--- src/rtl/bcd_seg7_mux_driver_if.sv ---
// bcd_seg7_mux_driver_if
// Bundles the digit-pair input and the display output of the 7-segment
// multiplexer so producer, driver and bench share one set of wires.
//   upper, lower : BCD digit pair from the binary-to-BCD converter
//   load         : capture strobe for upper/lower
//   seg          : segments {g,f,e,d,c,b,a}, active-low
//   an           : anodes, active-low; an[0] lower digit, an[1] upper digit
// Modports: master = digit producer (drives digits, observes display),
//           slave  = display driver.
interface bcd_seg7_mux_driver_if;
    logic [3:0] upper;
    logic [3:0] lower;
    logic       load;
    logic [6:0] seg;
    logic [1:0] an;

    modport master (
        output upper,
        output lower,
        output load,
        input  seg,
        input  an
    );

    modport slave (
        input  upper,
        input  lower,
        input  load,
        output seg,
        output an
    );
endinterface

--- src/rtl/bcd_seg7_mux_driver.sv ---
// bcd_seg7_mux_driver
// Time-multiplexes a captured BCD digit pair onto a 2-digit common-anode
// 7-segment display. Each digit owns a slot of REFRESH_DIV cycles; the first
// BLANK_CYC cycles of every slot keep both anodes off to avoid ghosting.
// Codes 10..15 are shown as '-'.
// Ports:
//   clk   : system clock, rising edge
//   rst_n : asynchronous active-low reset
//   bus   : bcd_seg7_mux_driver_if.slave (upper, lower, load in; seg, an out)
// Parameters:
//   REFRESH_DIV : clock cycles per digit slot (>= 2)
//   BLANK_CYC   : guard cycles at slot start (0 <= BLANK_CYC < REFRESH_DIV)
// Optional feature macro:
//   SEG7_LZ_BLANK_EN : when defined, a zero upper digit is suppressed
//                      (UPPER slot stays dark); slot timing is unchanged.
module bcd_seg7_mux_driver #(
    parameter int REFRESH_DIV = 50000,
    parameter int BLANK_CYC   = 2
) (
    input  logic                   clk,
    input  logic                   rst_n,
    bcd_seg7_mux_driver_if.slave   bus
);

    localparam int             CW        = $clog2(REFRESH_DIV);
    localparam logic [CW-1:0]  CNT_LAST  = CW'(REFRESH_DIV - 1);
    localparam logic [CW-1:0]  BLANK_END = CW'(BLANK_CYC);
    localparam logic [1:0]     AN_OFF    = 2'b11;
    localparam logic [1:0]     AN_LOWER  = 2'b10;
    localparam logic [1:0]     AN_UPPER  = 2'b01;
    localparam logic [6:0]     SEG_OFF   = 7'h7F;

    typedef enum logic {
        SLOT_LOWER = 1'b0,
        SLOT_UPPER = 1'b1
    } slot_t;

    logic [CW-1:0] cnt;
    logic [CW-1:0] cnt_next;
    slot_t         sel;
    slot_t         sel_next;
    logic [3:0]    up_q;
    logic [3:0]    lo_q;
    logic [6:0]    seg_q;
    logic [6:0]    seg_next;
    logic [1:0]    an_q;
    logic [1:0]    an_next;

    // Active-high segment pattern {g..a}; anything that is not BCD shows '-'.
    function automatic logic [6:0] dec(input logic [3:0] d);
        logic [6:0] p;
        case (d)
            4'd0:    p = 7'b0111111;
            4'd1:    p = 7'b0000110;
            4'd2:    p = 7'b1011011;
            4'd3:    p = 7'b1001111;
            4'd4:    p = 7'b1100110;
            4'd5:    p = 7'b1101101;
            4'd6:    p = 7'b1111101;
            4'd7:    p = 7'b0000111;
            4'd8:    p = 7'b1111111;
            4'd9:    p = 7'b1101111;
            default: p = 7'b1000000;
        endcase
        return p;
    endfunction

    // Digit capture: the display works from held copies so upstream logic
    // may change freely between load strobes.
    always_ff @(posedge clk or negedge rst_n) begin
        if (!rst_n) begin
            up_q <= 4'd0;
            lo_q <= 4'd0;
        end else if (bus.load) begin
            up_q <= bus.upper;
            lo_q <= bus.lower;
        end
    end

    // Prescaler, slot selection and output decode. Outputs are derived from
    // the next-state counter/slot so they switch on the same edge as the
    // state, while using the previously captured digits.
    always_comb begin
        cnt_next = cnt + 1'b1;
        sel_next = sel;
        an_next  = AN_OFF;
        seg_next = SEG_OFF;

        if (cnt == CNT_LAST) begin
            cnt_next = '0;
            sel_next = (sel == SLOT_LOWER) ? SLOT_UPPER : SLOT_LOWER;
        end

        if (cnt_next >= BLANK_END) begin
            if (sel_next == SLOT_LOWER) begin
                an_next  = AN_LOWER;
                seg_next = ~dec(lo_q);
            end else begin
`ifdef SEG7_LZ_BLANK_EN
                // Leading-zero suppression: a zero tens digit stays dark.
                if (up_q != 4'd0) begin
                    an_next  = AN_UPPER;
                    seg_next = ~dec(up_q);
                end
`else
                an_next  = AN_UPPER;
                seg_next = ~dec(up_q);
`endif
            end
        end
    end

    // State and registered outputs; reset blanks the display immediately.
    always_ff @(posedge clk or negedge rst_n) begin
        if (!rst_n) begin
            cnt   <= '0;
            sel   <= SLOT_LOWER;
            an_q  <= AN_OFF;
            seg_q <= SEG_OFF;
        end else begin
            cnt   <= cnt_next;
            sel   <= sel_next;
            an_q  <= an_next;
            seg_q <= seg_next;
        end
    end

    assign bus.seg = seg_q;
    assign bus.an  = an_q;

endmodule
--- src/flat_wrapper.sv ---
// flat-port wrapper written by rule: the top's interface ports become plain ports
module bcd_seg7_mux_driver_flat 
#(
    parameter int REFRESH_DIV = 50000,
    parameter int BLANK_CYC   = 2
)
  (clk, rst_n, bus_upper, bus_lower, bus_load, bus_seg, bus_an);
  bcd_seg7_mux_driver_if bus_i ();
  input  logic clk;
  input  logic rst_n;
  input wire logic [$bits(bus_i.upper)-1:0] bus_upper;
  input wire logic [$bits(bus_i.lower)-1:0] bus_lower;
  input wire logic [$bits(bus_i.load)-1:0] bus_load;
  output wire logic [$bits(bus_i.seg)-1:0] bus_seg;
  output wire logic [$bits(bus_i.an)-1:0] bus_an;
  assign bus_i.upper = bus_upper;
  assign bus_i.lower = bus_lower;
  assign bus_i.load = bus_load;
  assign bus_seg = bus_i.seg;
  assign bus_an = bus_i.an;
  bcd_seg7_mux_driver #(.REFRESH_DIV(REFRESH_DIV), .BLANK_CYC(BLANK_CYC)) u_core (.clk(clk), .rst_n(rst_n), .bus(bus_i));
endmodule
--- config.mk ---
export PLATFORM = sky130hd
export DESIGN_NAME = bcd_seg7_mux_driver_flat
export DESIGN_NICKNAME = d
export VERILOG_FILES = /design/src/rtl/bcd_seg7_mux_driver_if.sv /design/src/rtl/bcd_seg7_mux_driver.sv /design/src/flat_wrapper.sv
export SDC_FILE = /design/constraint.sdc
export NUM_CORES = 1
export LEC_CHECK = 0
export ABC_AREA = 0
export CAP_MARGIN = 20
export CORE_MARGIN = 1.5
export CORE_UTILIZATION = 40
export DETAILED_ROUTE_END_ITERATION = 6
export SLEW_MARGIN = 20
export SYNTH_ARGS = -nofsm -noshare
export SYNTH_HDL_FRONTEND = slang
export SYNTH_SLANG_ARGS = --single-unit
--- constraint.sdc ---
create_clock -name clk -period 2.7 [get_ports clk]
set_input_delay 0.27 -clock clk [delete_from_list [all_inputs] [get_ports clk]]
set_output_delay 0.27 -clock clk [all_outputs]
set_load 0.05 [all_outputs]
==> results by stage, run 1 <==
Placement:
- In this run the cell area measured after placement is 2290 um2.
- Port buffering added 19 buffers.
- At the end of routability-driven placement, the weighted congestion stood at 0.795.
- The estimated wirelength of the detail-placed design is between 2000 and 3000 um.

Route:
- The residual antenna-violating net count after detailed routing is 0.
- The post-detailed-route DRC marker count is 0.
- In the routed layout, each cell is associated on average with a via count of just over 5.
- Across all layers, the routed design uses 1503 vias.
- The first-pass detailed-route iteration total is 4.
- In this run, the number of DRC markers left after iteration 0 of detailed routing was 138.
- The total wire length is just over 4000 um.
- The final routed wire length divided by cell count is around 14 um.

Layout:
- Cells fill between 40% and 50% of the core in the end.
- The multi-input combinational cells in the finished layout cover a total of roughly 1100 um2.
- Of the cells placed in the final design, the portion with a size suffix greater than 1 is between 15 and 20%.
- The number of antenna repair diodes is 0.
- The relative area change from synthesis to final layout is 16.8%.
- The finished cells cover 2400 um2.
- The area occupied by registers is around 860 um2.
- After the last flow step, the layout net total stands at ~250.
- The layout has between 400 and 500 filler cells.

Min path:
- In this run the worst hold path is classified as input pin to async pin.

Setup path:
- The worst-case register-to-register setup slack is 0.58 ns.
- The required time at the endpoint of the critical path is about 2.9 ns.
- The largest fanout on the critical path is 9.
- The worst register-to-register path ends at u_core.bus.seg[0]$_DFF_PN1_.
- The number of cells on the worst reg-to-reg path is 7.
- The arrival time at the worst endpoint is 2.32 ns.
- The category of the critical setup timing path is flip-flop to flip-flop.
- STA classifies the critical path endpoint as a flip-flop.
- The launch point of the critical path is u_core.cnt[0]$_DFF_PN0_.
- In this run the worst setup path terminates at u_core.bus.seg[0]$_DFF_PN1_.
- The critical path launch point type is a flip-flop.
- The startpoint identified for the worst register-to-register timing path is u_core.cnt[0]$_DFF_PN0_.

Clocking:
- The clock transition at the registers of the reported paths is 0.08 ns.
- The H-tree was split into 2 levels.
- TritonCTS built the clock tree.
- The number of buffers inserted to repair setup after CTS is 0.
- The number of clock sinks is 34.
- In this run, post-CTS repair resized a total of 0 instances.
- CTS placed an instance of clkbuf_8 at the clock tree root.
- The clock tree buffer depth is 2.
- In this run, post-CTS hold repair placed 0 buffers.
- The insertion delay of the later-clocked pin in the worst-skew pair is 0.29 ns.
- In this run, CTS created clock tree buffers numbering 5.

Global routing:
- The number of global-route vias before repair is around 1500.
- The total overflow reported by the global router is 0.
- The first global-routing pass estimated ~7000 um of wire.
- The largest net degree at the start of global routing is 35.
- Global routing consumed, over all layers together, roughly 17% of the routing resources.
- The initial antenna violation count was 0.

Logic synthesis:
- By area the synthesized netlist is led by dfrtp_1 30%, dfstp_2 11%, ha_1 7.9%.
- The cell with the most instances after synthesis is dfrtp_1.
- The number of warnings issued by yosys is 0.
- The mean cell area of the mapped netlist is between 9 and 10 um2.
- The net count of the mapped netlist is 232.
- The number of flops mapped to enable cells by yosys is 0.
- The synthesis-stage register bit count is 34.
- The cell accounting for the most synthesized area is dfrtp_1.
- After synthesis, the netlist uses 48 different library cells.
- The cell area after synthesis is between 2000 and 2500 um2.
- In the synthesized netlist the dominant register cell turns out to be dfrtp_1.
- Summing the sequential cell areas from Yosys gives between 40% and 50% of the chip area.
- The number of cells produced by synthesis is roughly 210.
- Counting instances in the post-synthesis netlist gives the leading cell types as 25 x dfrtp_1, 19 x nand2_1, 13 x ha_1, 13 x nor2_1.
- The proportion of netlist area held by the largest area contributor is 30.4%.
- Of all flip-flops after synthesis, the portion carrying an async set or reset was between 90% and 100%.

Flow run:
- The max-cap check violation count is 0.

Floorplanning:
- The total number of placement rows is 25.
- The area enclosed by the die boundary is around 5600 um2.
- The width of the chip is around 75 um.
- The area inside the core boundary is about 4800 um2.
- The initial core utilization is between 40 and 50%.
- The I/O pin count is 20.
- The height of the die is 74.8 um.

STA:
- The top achievable clock speed is 471 MHz.
- The headroom to the max-slew limit is around two thirds.
- At the pin with the least slew margin, the transition time is roughly 0.51 ns.
- The setup skew after layout is around 0.0047 ns.
- The sum of negative setup slack is 0 ns.
- Across all hold checks on the routed design, the worst slack comes to 0.383 ns.
- The final setup violation count is 0.
- The number of hold violations in the final report is 0.
- Setup repair after global routing left no endpoint under its margin.
- For the finished layout, the period the worst path requires is approximately 2.1 ns.
- The max-slew violation count is 0.
- After layout, the worst path uses roughly four fifths of the clock period.

Run status:
- The run finished with clean final reports.

Power:
- For this design the ratio of total power to cell area is around 520 nW/um2.
- IR analysis of the VDD net gives a maximum drop of around 0.00038 V.
- The completed layout was analyzed and its total power is around 1.3 mW.
- The reported leakage power is ~1 nW.
## stage by stage
stage | std cells | worst slack, ns
4_1_cts | 291 | 0.558
6_report | 291 | 0.576
3_5_place_dp | 283 | 0.578
2_1_floorplan | 208 | 0.739
3_3_place_gp | 283 | 0.662
5_1_grt | 291 | 0.383
## worst min path at each step
stage | start | to | slack [ns] | depth (start not counted)
after CTS | rst_n | u_core.cnt[2]$_DFF_PN0_ | 0.40 | 2
after global placement | u_core.cnt[0]$_DFF_PN0_ | u_core.cnt[0]$_DFF_PN0_ | 0.54 | 1
final | rst_n | u_core.cnt[3]$_DFF_PN0_ | 0.38 | 2
after global routing | rst_n | u_core.cnt[3]$_DFF_PN0_ | 0.42 | 2
after detailed placement | u_core.cnt[0]$_DFF_PN0_ | u_core.cnt[0]$_DFF_PN0_ | 0.56 | 1
after floorplan | rst_n | u_core.cnt[0]$_DFF_PN0_ | -0.03 | 0
## layer usage
metal | vias to the layer above | GRT usage [%] | wire (um)
met5 | - | 0 | 0
met4 | 0 | 6.46 | 59
met3 | 5 | 4.95 | 167
met2 | 32 | 27.8 | 1980
met1 | 710 | 20.7 | 1820
li1 | 756 | - | -
## worst max-delay path, stage by stage, from the launching register on
cell	delay, ns
dfrtp_1	0.45
ha_1	0.27
nand3_1	0.21
nor3_1	0.23
xor2_1	0.31
a2111oi_4	0.07
a31oi_4	0.33
o311ai_1	0.16
## sequential cells by signal, indices dropped and copies added (netlist names)
name and count:
u_core.up_q 4, u_core.cnt 16, u_core.sel 1, u_core.lo_q 4, u_core.bus.an 2, u_core.bus.seg 7
## cell type report
cell class | count | share of cell area (%)
Tap cell | 67 | 3.49
Inverter | 11 | 1.72
Multi-Input combinational cell | 149 | 45.4
Clock inverter | 3 | 1.87
Clock buffer | 5 | 2.86
Sequential cell | 34 | 35.8
Timing Repair Buffer | 22 | 8.84
## cells in the final DEF (no fill, tap or decap), types with 3 or more instances in the layout
cell              n
a21oi_1           8
buf_4             3
clkbuf_8          5
clkdlybuf4s50_1  19
dfrtp_1          25
dfstp_2           9
ha_1             13
inv_1            11
nand2_1          19
nand3_1          10
nand3_2           3
nor2_1           13
nor3_1            7
o21ai_0          12
o221ai_1          3
o311ai_1          3
or2_2             3
xnor2_1           5
xor2_1           12
## where the power goes
group | total (mW) | switching, mW | internal [mW]
clock | 0.477 | 0.203 | 0.275
combinational | 0.210 | 0.129 | 0.0811
sequential | 0.573 | 0.0255 | 0.548
total | 1.26 | 0.357 | 0.903
## cells by family (layout without fill, tap and decap cells)
group	Yosys count	in the layout	synth area share, %
AOI/OAI and AO/OA	41	41	15.5
buffers and inverters	25	41	5.16
muxes	4	4	2.07
DFF	34	34	41.9
and+or+nand+nor	74	74	20.3
xor gates and xnor gates	17	17	7.23
adders and majority gates	13	13	7.90
Note: power is estimated with default switching activity, not from simulation.
==> run 2, diff against run 1 <==
==> constraint.sdc (replaced) <==
create_clock -name clk -period 2 [get_ports clk]
set_input_delay 0.2 -clock clk [delete_from_list [all_inputs] [get_ports clk]]
set_output_delay 0.2 -clock clk [all_outputs]
set_load 0.05 [all_outputs]
==> results by stage, run 2 (same netlist as run 1, synthesis figures left out) <==
Setup path:
- The worst-case register-to-register setup slack is 0.07 ns (-0.50 ns).
- The arrival time at the worst endpoint is 2.13 ns (-0.19 ns).
- STA classifies the critical path endpoint as a flip-flop.
- The worst setup path is launched from a flip-flop.
- The setup path with the least slack is of type flip-flop to flip-flop.
- The startpoint of the worst register-to-register path is u_core.cnt[0]$_DFF_PN0_.
- The worst reg-to-reg path cell count is 7 (unchanged).
- The worst register-to-register path ends at u_core.bus.seg[1]$_DFF_PN1_.
- The required time at the endpoint of the critical path is 2.21 ns (-0.69 ns).
- The largest fanout on the critical path is 5 (-4).

Global routing:
- The wire length of the first global-routing pass came to 6760 um (-2.3%).
- The number of global-route vias before repair is 1489 (+0.54%).
- The largest net degree at the start of global routing is 35 (unchanged).
- The total routing resource utilization after global routing is 16.5% (-0.33 points).
- The total overflow reported by the global router is 0 (unchanged).
- The initial antenna violation count is 0 (unchanged).

Placement:
- The number of buffer cells added on primary ports is 19 (unchanged).
- The estimated wirelength of the detail-placed design is 2880 um (+2.0%).
- The routability congestion estimate is 0.769 (-3.2%).

Run status:
- The run finished with clean final reports.

Clocking:
- The number of buffers inserted by hold repair at cts is 0 (unchanged).
- The number of CTS-inserted buffers is 5 (unchanged).
- The clock transition at the registers of the reported paths came to 0.07 ns (about the same).
- The insertion delay of the later-clocked pin in the worst-skew pair is 0.29 ns (about the same).
- The CTS tree is yes.
- The number of clock sinks was 34 (unchanged).
- The root buffer cell chosen for the clock tree is clkbuf_8.
- The maximum level of the CTS H-tree is 2 (unchanged).
- The clock tree buffer depth came to 2 (unchanged).

STA:
- The sum of negative setup slack was 0 ns (unchanged).
- The max-slew violation count was 0 (unchanged).
- The number of hold violations in the final report was 0 (unchanged).
- The final setup violation count came to 0 (unchanged).
- The top achievable clock speed is 519 MHz (+10%).
- The slew at the pin with the worst max-slew slack came to 0.562 ns (+0.0500 ns).
- The headroom to the max-slew limit is 62.5% (-3.2 points).
- The final period utilization is 96.4% (+18 points).
- The worst slack on hold paths came to 0.313 ns (-0.0701 ns).
- The setup skew after layout is 0.00590 ns (+0.00124 ns).
- The final critical delay including setup and external delays is 1.93 ns (-0.196 ns).

Layout:
- The register with the most flip-flops in the final layout is u_core.cnt.
- From synthesis to final layout, the design area changed by 24.3%.
- The number of nets in the final layout is 262 (+6.1%).
- The flip-flop count of the largest register, all copies and words added is 16 (unchanged).
- The fraction of final layout cells sized beyond drive strength 1 is 24.3% (+7.3 points).
- The most frequent standard cell in the layout excluding fill and tap cells is dfrtp_1.
- The library cells used most frequently in the layout, excluding fill and tap cells, are 23 x dfrtp_1, 19 x nand2_1, 19 x clkdlybuf4s50_1.
- The number of antenna repair diodes is 0 (unchanged).
- The number of fill cells in the layout is 434 (-4.2%).

Floorplanning:
- The area inside the core boundary came to 4850 um2 (unchanged).
- The width of the chip is 74.8 um (unchanged).
- The height of the die was 74.8 um (unchanged).
- The initial core utilization is 42.5% (unchanged).
- The I/O pin count came to 20 (unchanged).
- The area enclosed by the die boundary came to 5590 um2 (unchanged).
- The total number of placement rows is 25 (unchanged).

Route:
- The residual antenna-violating net count after detailed routing is 0 (unchanged).
- The final routed wire length divided by cell count is 13.6 um (-1.6%).
- The first-pass detailed-route iteration total is 4 (unchanged).
- The average via count per standard cell is 5.13 (-0.73%).
- The number of design-rule violations left by the first detailed-router iteration was 125 (-9.4%).
- The vias after detailed routing is 1569 (+4.4%).
- The total wire length came to 4170 um (+3.5%).
- The post-detailed-route DRC marker count is 0 (unchanged).

Power:
- The power per unit of standard cell area was 669 nW/um2 (+28%).
- The highest ir drop seen on vdd is 0.000429 V (+12%).
- The reported leakage power is 1.12 nW (+9.1%).

Flow run:
- The max-cap check violation count is 0 (unchanged).

Min path:
- The type of the tightest min-delay check is input pin to async pin.
==> run 2: changes by cell type in the layout (fill, tap and decap cells not counted), moves of 2 or more <==
| cell | delta |
|---|---|
| buf_4 | +14 |
| clkinvlp_4 | -2 |
| dfrtp_1 | -2 |
| dfrtp_2 | +2 |
==> run 2: what timing repair did <==
item,in CTS,in global routing
buffers inserted,0,2
resized for setup,0,8
setup endpoints to repair,0,9
==> run 2: final cells by class <==
class | instances | area (um2) | area share, %
clock buffers | 7 | 86.3 | 3.37
inverters | 11 | 41.3 | 1.61
flip-flops and latches | 34 | 865 | 33.8
clock inverters | 1 | 30.0 | 1.17
multi-input cells | 150 | 1140 | 44.4
well taps | 67 | 83.8 | 3.27
repair buffers | 36 | 318 | 12.4
==> run 2: per-stage QoR <==
step	area, um2	total power [mW]	utilization [%]	cells	setup slack [ns]
2_1_floorplan	2060	0.967	-	208	0.0392
3_3_place_gp	2380	1.07	49.1	295	0.0544
3_5_place_dp	2380	1.07	49.1	295	0.0291
4_1_cts	2500	1.74	51.5	303	0.00241
5_1_grt	2560	1.80	52.8	306	-0.00899
6_report	2560	1.71	52.8	306	0.0725
==> run 2: worst max path at each step <==
stage | startpoint | endpoint | slack [ns] | depth (start not counted)
after global placement | u_core.cnt[0]$_DFF_PN0_ | u_core.bus.seg[1]$_DFF_PN1_ | 0.05 | 5
after CTS | u_core.cnt[2]$_DFF_PN0_ | u_core.bus.seg[0]$_DFF_PN1_ | 0.002 | 6
after floorplan | u_core.cnt[0]$_DFF_PN0_ | u_core.bus.seg[6]$_DFF_PN1_ | 0.04 | 5
after global routing | u_core.cnt[0]$_DFF_PN0_ | u_core.bus.seg[1]$_DFF_PN1_ | -0.009 | 7
final | u_core.cnt[0]$_DFF_PN0_ | u_core.bus.seg[1]$_DFF_PN1_ | 0.07 | 7
after detailed placement | u_core.cnt[2]$_DFF_PN0_ | u_core.bus.seg[0]$_DFF_PN1_ | 0.03 | 6
==> run 2: layer usage <==
metal	wire length, um	vias up	GRT usage, %
met5	0	-	0
met4	65	0	6.87
met3	144	6	4.42
met2	2110	24	28.0
met1	1850	750	19.7
li1	-	789	-
==> run 2: power breakdown <==
group | total [mW] | switching, mW | internal (mW)
registers | 0.774 | 0.0342 | 0.740
logic | 0.283 | 0.173 | 0.111
clock network | 0.656 | 0.250 | 0.406
total | 1.71 | 0.457 | 1.26
==> run 2: worst max-delay path: stages, from the launching register on <==
cell and delay (ns):
dfrtp_1 0.35, buf_4 0.14, nand4_4 0.14, or2_4 0.29
nor3_1 0.32, nor3_2 0.15, a31oi_4 0.30, o311ai_2 0.14
==> run 3, diff against run 2 <==
--- a/config.mk
+++ b/config.mk
@@ -10,6 +10,7 @@
 export CORE_MARGIN = 1.5
 export CORE_UTILIZATION = 40
 export DETAILED_ROUTE_END_ITERATION = 6
+export PLACE_DENSITY = 0.56
 export SLEW_MARGIN = 20
 export SYNTH_ARGS = -nofsm -noshare
 export SYNTH_HDL_FRONTEND = slang
==> results by stage, run 3 (same netlist as run 1, synthesis figures left out) <==
Clocking:
- The insertion delay of the later-clocked pin in the worst-skew pair was 0.28 ns (about the same).
- The number of buffers inserted by hold repair at cts was 0 (unchanged).
- In this run the clock root is driven by a clkbuf_8.
- The number of CTS-inserted buffers came to 5 (unchanged).
- The maximum level of the CTS H-tree is 2 (unchanged).
- The clock tree buffer depth was 2 (unchanged).
- The number of clock sinks came to 34 (unchanged).
- The clock transition at the registers of the reported paths is 0.07 ns (about the same).
- TritonCTS built the clock tree.

Placement:
- The worst slack at placement was -0.0378 ns (-0.0669 ns).
- The estimated wirelength of the detail-placed design is 3140 um (+9.1%).
- The routability congestion estimate was 0.885 (+15%).
- The number of buffer cells added on primary ports is 19 (unchanged).

Setup path:
- The critical path capture point type is a flip-flop.
- The critical path is of the flip-flop to flip-flop type.
- The cell family with the largest share of critical-path delay is compound AO/OA/AOI/OAI gates.
- STA classifies the critical path startpoint as a flip-flop.
- The signal on the critical path passes through ha_2, or3_2, a2111oi_4, buf_4, a31oi_4, o311ai_2.
- The required time at the endpoint of the critical path is 2.19 ns (-0.02 ns).
- The arrival time at the worst endpoint is 2.13 ns (about the same).
- The delay of the slowest cell on the worst path was 0.50 ns (+0.15 ns).
- The worst-path cell with the longest stage delay is or3_2.
- The largest fanout on the critical path came to 5 (unchanged).
- The count of buffering cells on the critical path with inverters included is 1 (unchanged).

Global routing:
- The largest net degree at the start of global routing came to 35 (unchanged).
- The number of global-route vias before repair came to 1570 (+5.4%).
- The wire length of the first global-routing pass is 7320 um (+8.4%).
- The initial antenna violation count was 0 (unchanged).
- The total overflow reported by the global router is 0 (unchanged).
- The total routing resource utilization after global routing came to 17.4% (+0.96 points).

STA:
- The setup skew after layout is 0.00537 ns (-0.000530 ns).
- The final period utilization is 97.4% (+0.98 points).
- The final setup violation count is 0 (unchanged).
- The max-slew violation count is 0 (unchanged).
- The number of hold violations in the final report is 0 (unchanged).
- The slew at the pin with the worst max-slew slack is 0.528 ns (-0.0337 ns).
- The worst slack on hold paths is 0.316 ns (+0.00249 ns).
- The final critical delay including setup and external delays came to 1.95 ns (+0.0196 ns).
- The post-layout worst setup margin is 0.0529 ns (-0.0196 ns).
- The top achievable clock speed is 514 MHz (-1.0%).
- The headroom to the max-slew limit came to 64.8% (+2.2 points).

Power:
- The fraction of power consumed by sequential logic was 48.5% (+3.3 points).
- The net switching share of the total power was 29.3% (+2.6 points).
- The combinational share of power came to 18.1% (+1.6 points).
- The net switching power was 0.467 mW (+2.3%).
- The highest ir drop seen on vdd is 0.000291 V (-32%).
- The part of the total power dissipated in the clock network is 33.4% (-4.9 points).
- The power per unit of standard cell area is 629 nW/um2 (-6.0%).
- The cell-internal power was 1.13 mW (-10%).
- The reported leakage power is 1.11 nW (-1.6%).

Floorplanning:
- The area enclosed by the die boundary is 5590 um2 (unchanged).
- The initial core utilization came to 42.5% (unchanged).
- The total number of placement rows is 25 (unchanged).
- The height of the die is 74.8 um (unchanged).
- The area inside the core boundary is 4850 um2 (unchanged).
- The width of the chip was 74.8 um (unchanged).
- The I/O pin count is 20 (unchanged).

Route:
- The residual antenna-violating net count after detailed routing is 0 (unchanged).
- The vias after detailed routing came to 1598 (+1.8%).
- The average via count per standard cell is 5.26 (+2.5%).
- The final routed wire length divided by cell count is 14.2 um (+4.6%).
- The first-pass detailed-route iteration total was 4 (unchanged).
- The post-detailed-route DRC marker count is 0 (unchanged).
- The total wire length came to 4330 um (+3.9%).
- The number of design-rule violations left by the first detailed-router iteration is 71 (-43%).

Layout:
- u_core.cnt holds more flip-flops than any other register.
- The number of antenna repair diodes is 0 (unchanged).
- The library cells used most frequently in the layout, excluding fill and tap cells, are 23 x dfrtp_1, 19 x nand2_1, 19 x clkdlybuf4s50_1.
- The flip-flop count of the largest register, all copies and words added is 16 (unchanged).
- Leaving out fill and tap cells, the most frequent cell in the layout is dfrtp_1.
- From synthesis to final layout, the design area changed by 23.1%.
- The number of nets in the final layout is 260 (-0.76%).
- The fraction of final layout cells sized beyond drive strength 1 came to 24.9% (+0.63 points).

Run status:
- The flow ran to the end, and the final reports show no timing, DRC or antenna violations.

Flow run:
- The max-cap check violation count was 0 (unchanged).

Min path:
- The type of the tightest min-delay check is input pin to async pin.
[run 3: cell type report]
| type | instances | area, um2 |
|---|---|---|
| well taps | 67 | 83.8 |
| flip-flops and latches | 34 | 865 |
| clock inverters | 2 | 12.5 |
| fillers | 445 | 2310 |
| repair buffers | 34 | 303 |
| inverters | 11 | 41.3 |
| multi-input cells | 150 | 1150 |
| clock buffers | 6 | 82.6 |
[run 3: through the flow]
step	instances	TNS, ns	cell area, um2	utilization, %	power (mW)
2_1_floorplan	208	0	2060	-	0.967
4_1_cts	303	0	2490	51.4	1.62
6_report	304	0	2540	52.3	1.59
3_3_place_gp	294	0	2370	49.0	1.07
3_5_place_dp	294	-0.0459	2370	49.0	1.08
5_1_grt	304	-0.130	2540	52.3	1.68
[run 3: worst paths after layout]
| kind | from | end | slack [ns] | depth (start not counted) |
|---|---|---|---|---|
| max | u_core.cnt[0]$_DFF_PN0_ | u_core.bus.seg[1]$_DFF_PN1_ | 0.05 | 6 |
| max in group asynchronous | rst_n | u_core.bus.seg[1]$_DFF_PN1_ | 1.34 | 2 |
| max reg2reg | u_core.cnt[0]$_DFF_PN0_ | u_core.bus.seg[1]$_DFF_PN1_ | 0.05 | 6 |
| min | rst_n | u_core.sel$_DFF_PN0_ | 0.32 | 2 |
| min in group clk | bus_lower[0] | u_core.lo_q[0]$_DFFE_PN0P_ | 0.48 | 3 |
| min reg2reg | u_core.cnt[2]$_DFF_PN0_ | u_core.cnt[2]$_DFF_PN0_ | 0.58 | 1 |
[run 3: what timing repair did]
action | 4_1_cts | 5_1_grt
gates cloned | 1 | 0
hold endpoints to repair | 0 | 0
buffers inserted | 0 | 1
gates resized for setup | 4 | 6
pin swaps | 2 | 2
setup endpoints to repair | 3 | 9
[run 3: routing by layer]
layer	global-route usage [%]	wire length (um)	vias up
met5	0	0	-
met4	8.28	107	0
met3	3.75	169	10
met2	28.9	2110	36
met1	21.7	1940	769
li1	-	-	783
[run 3: power groups by stage]
stage | clock [mW] | combinational [mW] | sequential, mW
4_1_cts | 0.551 | 0.293 | 0.774
2_1_floorplan | 0 | 0.116 | 0.851
5_1_grt | 0.582 | 0.315 | 0.780
6_report | 0.533 | 0.288 | 0.774
3_3_place_gp | 0 | 0.286 | 0.785
3_5_place_dp | 0 | 0.289 | 0.787
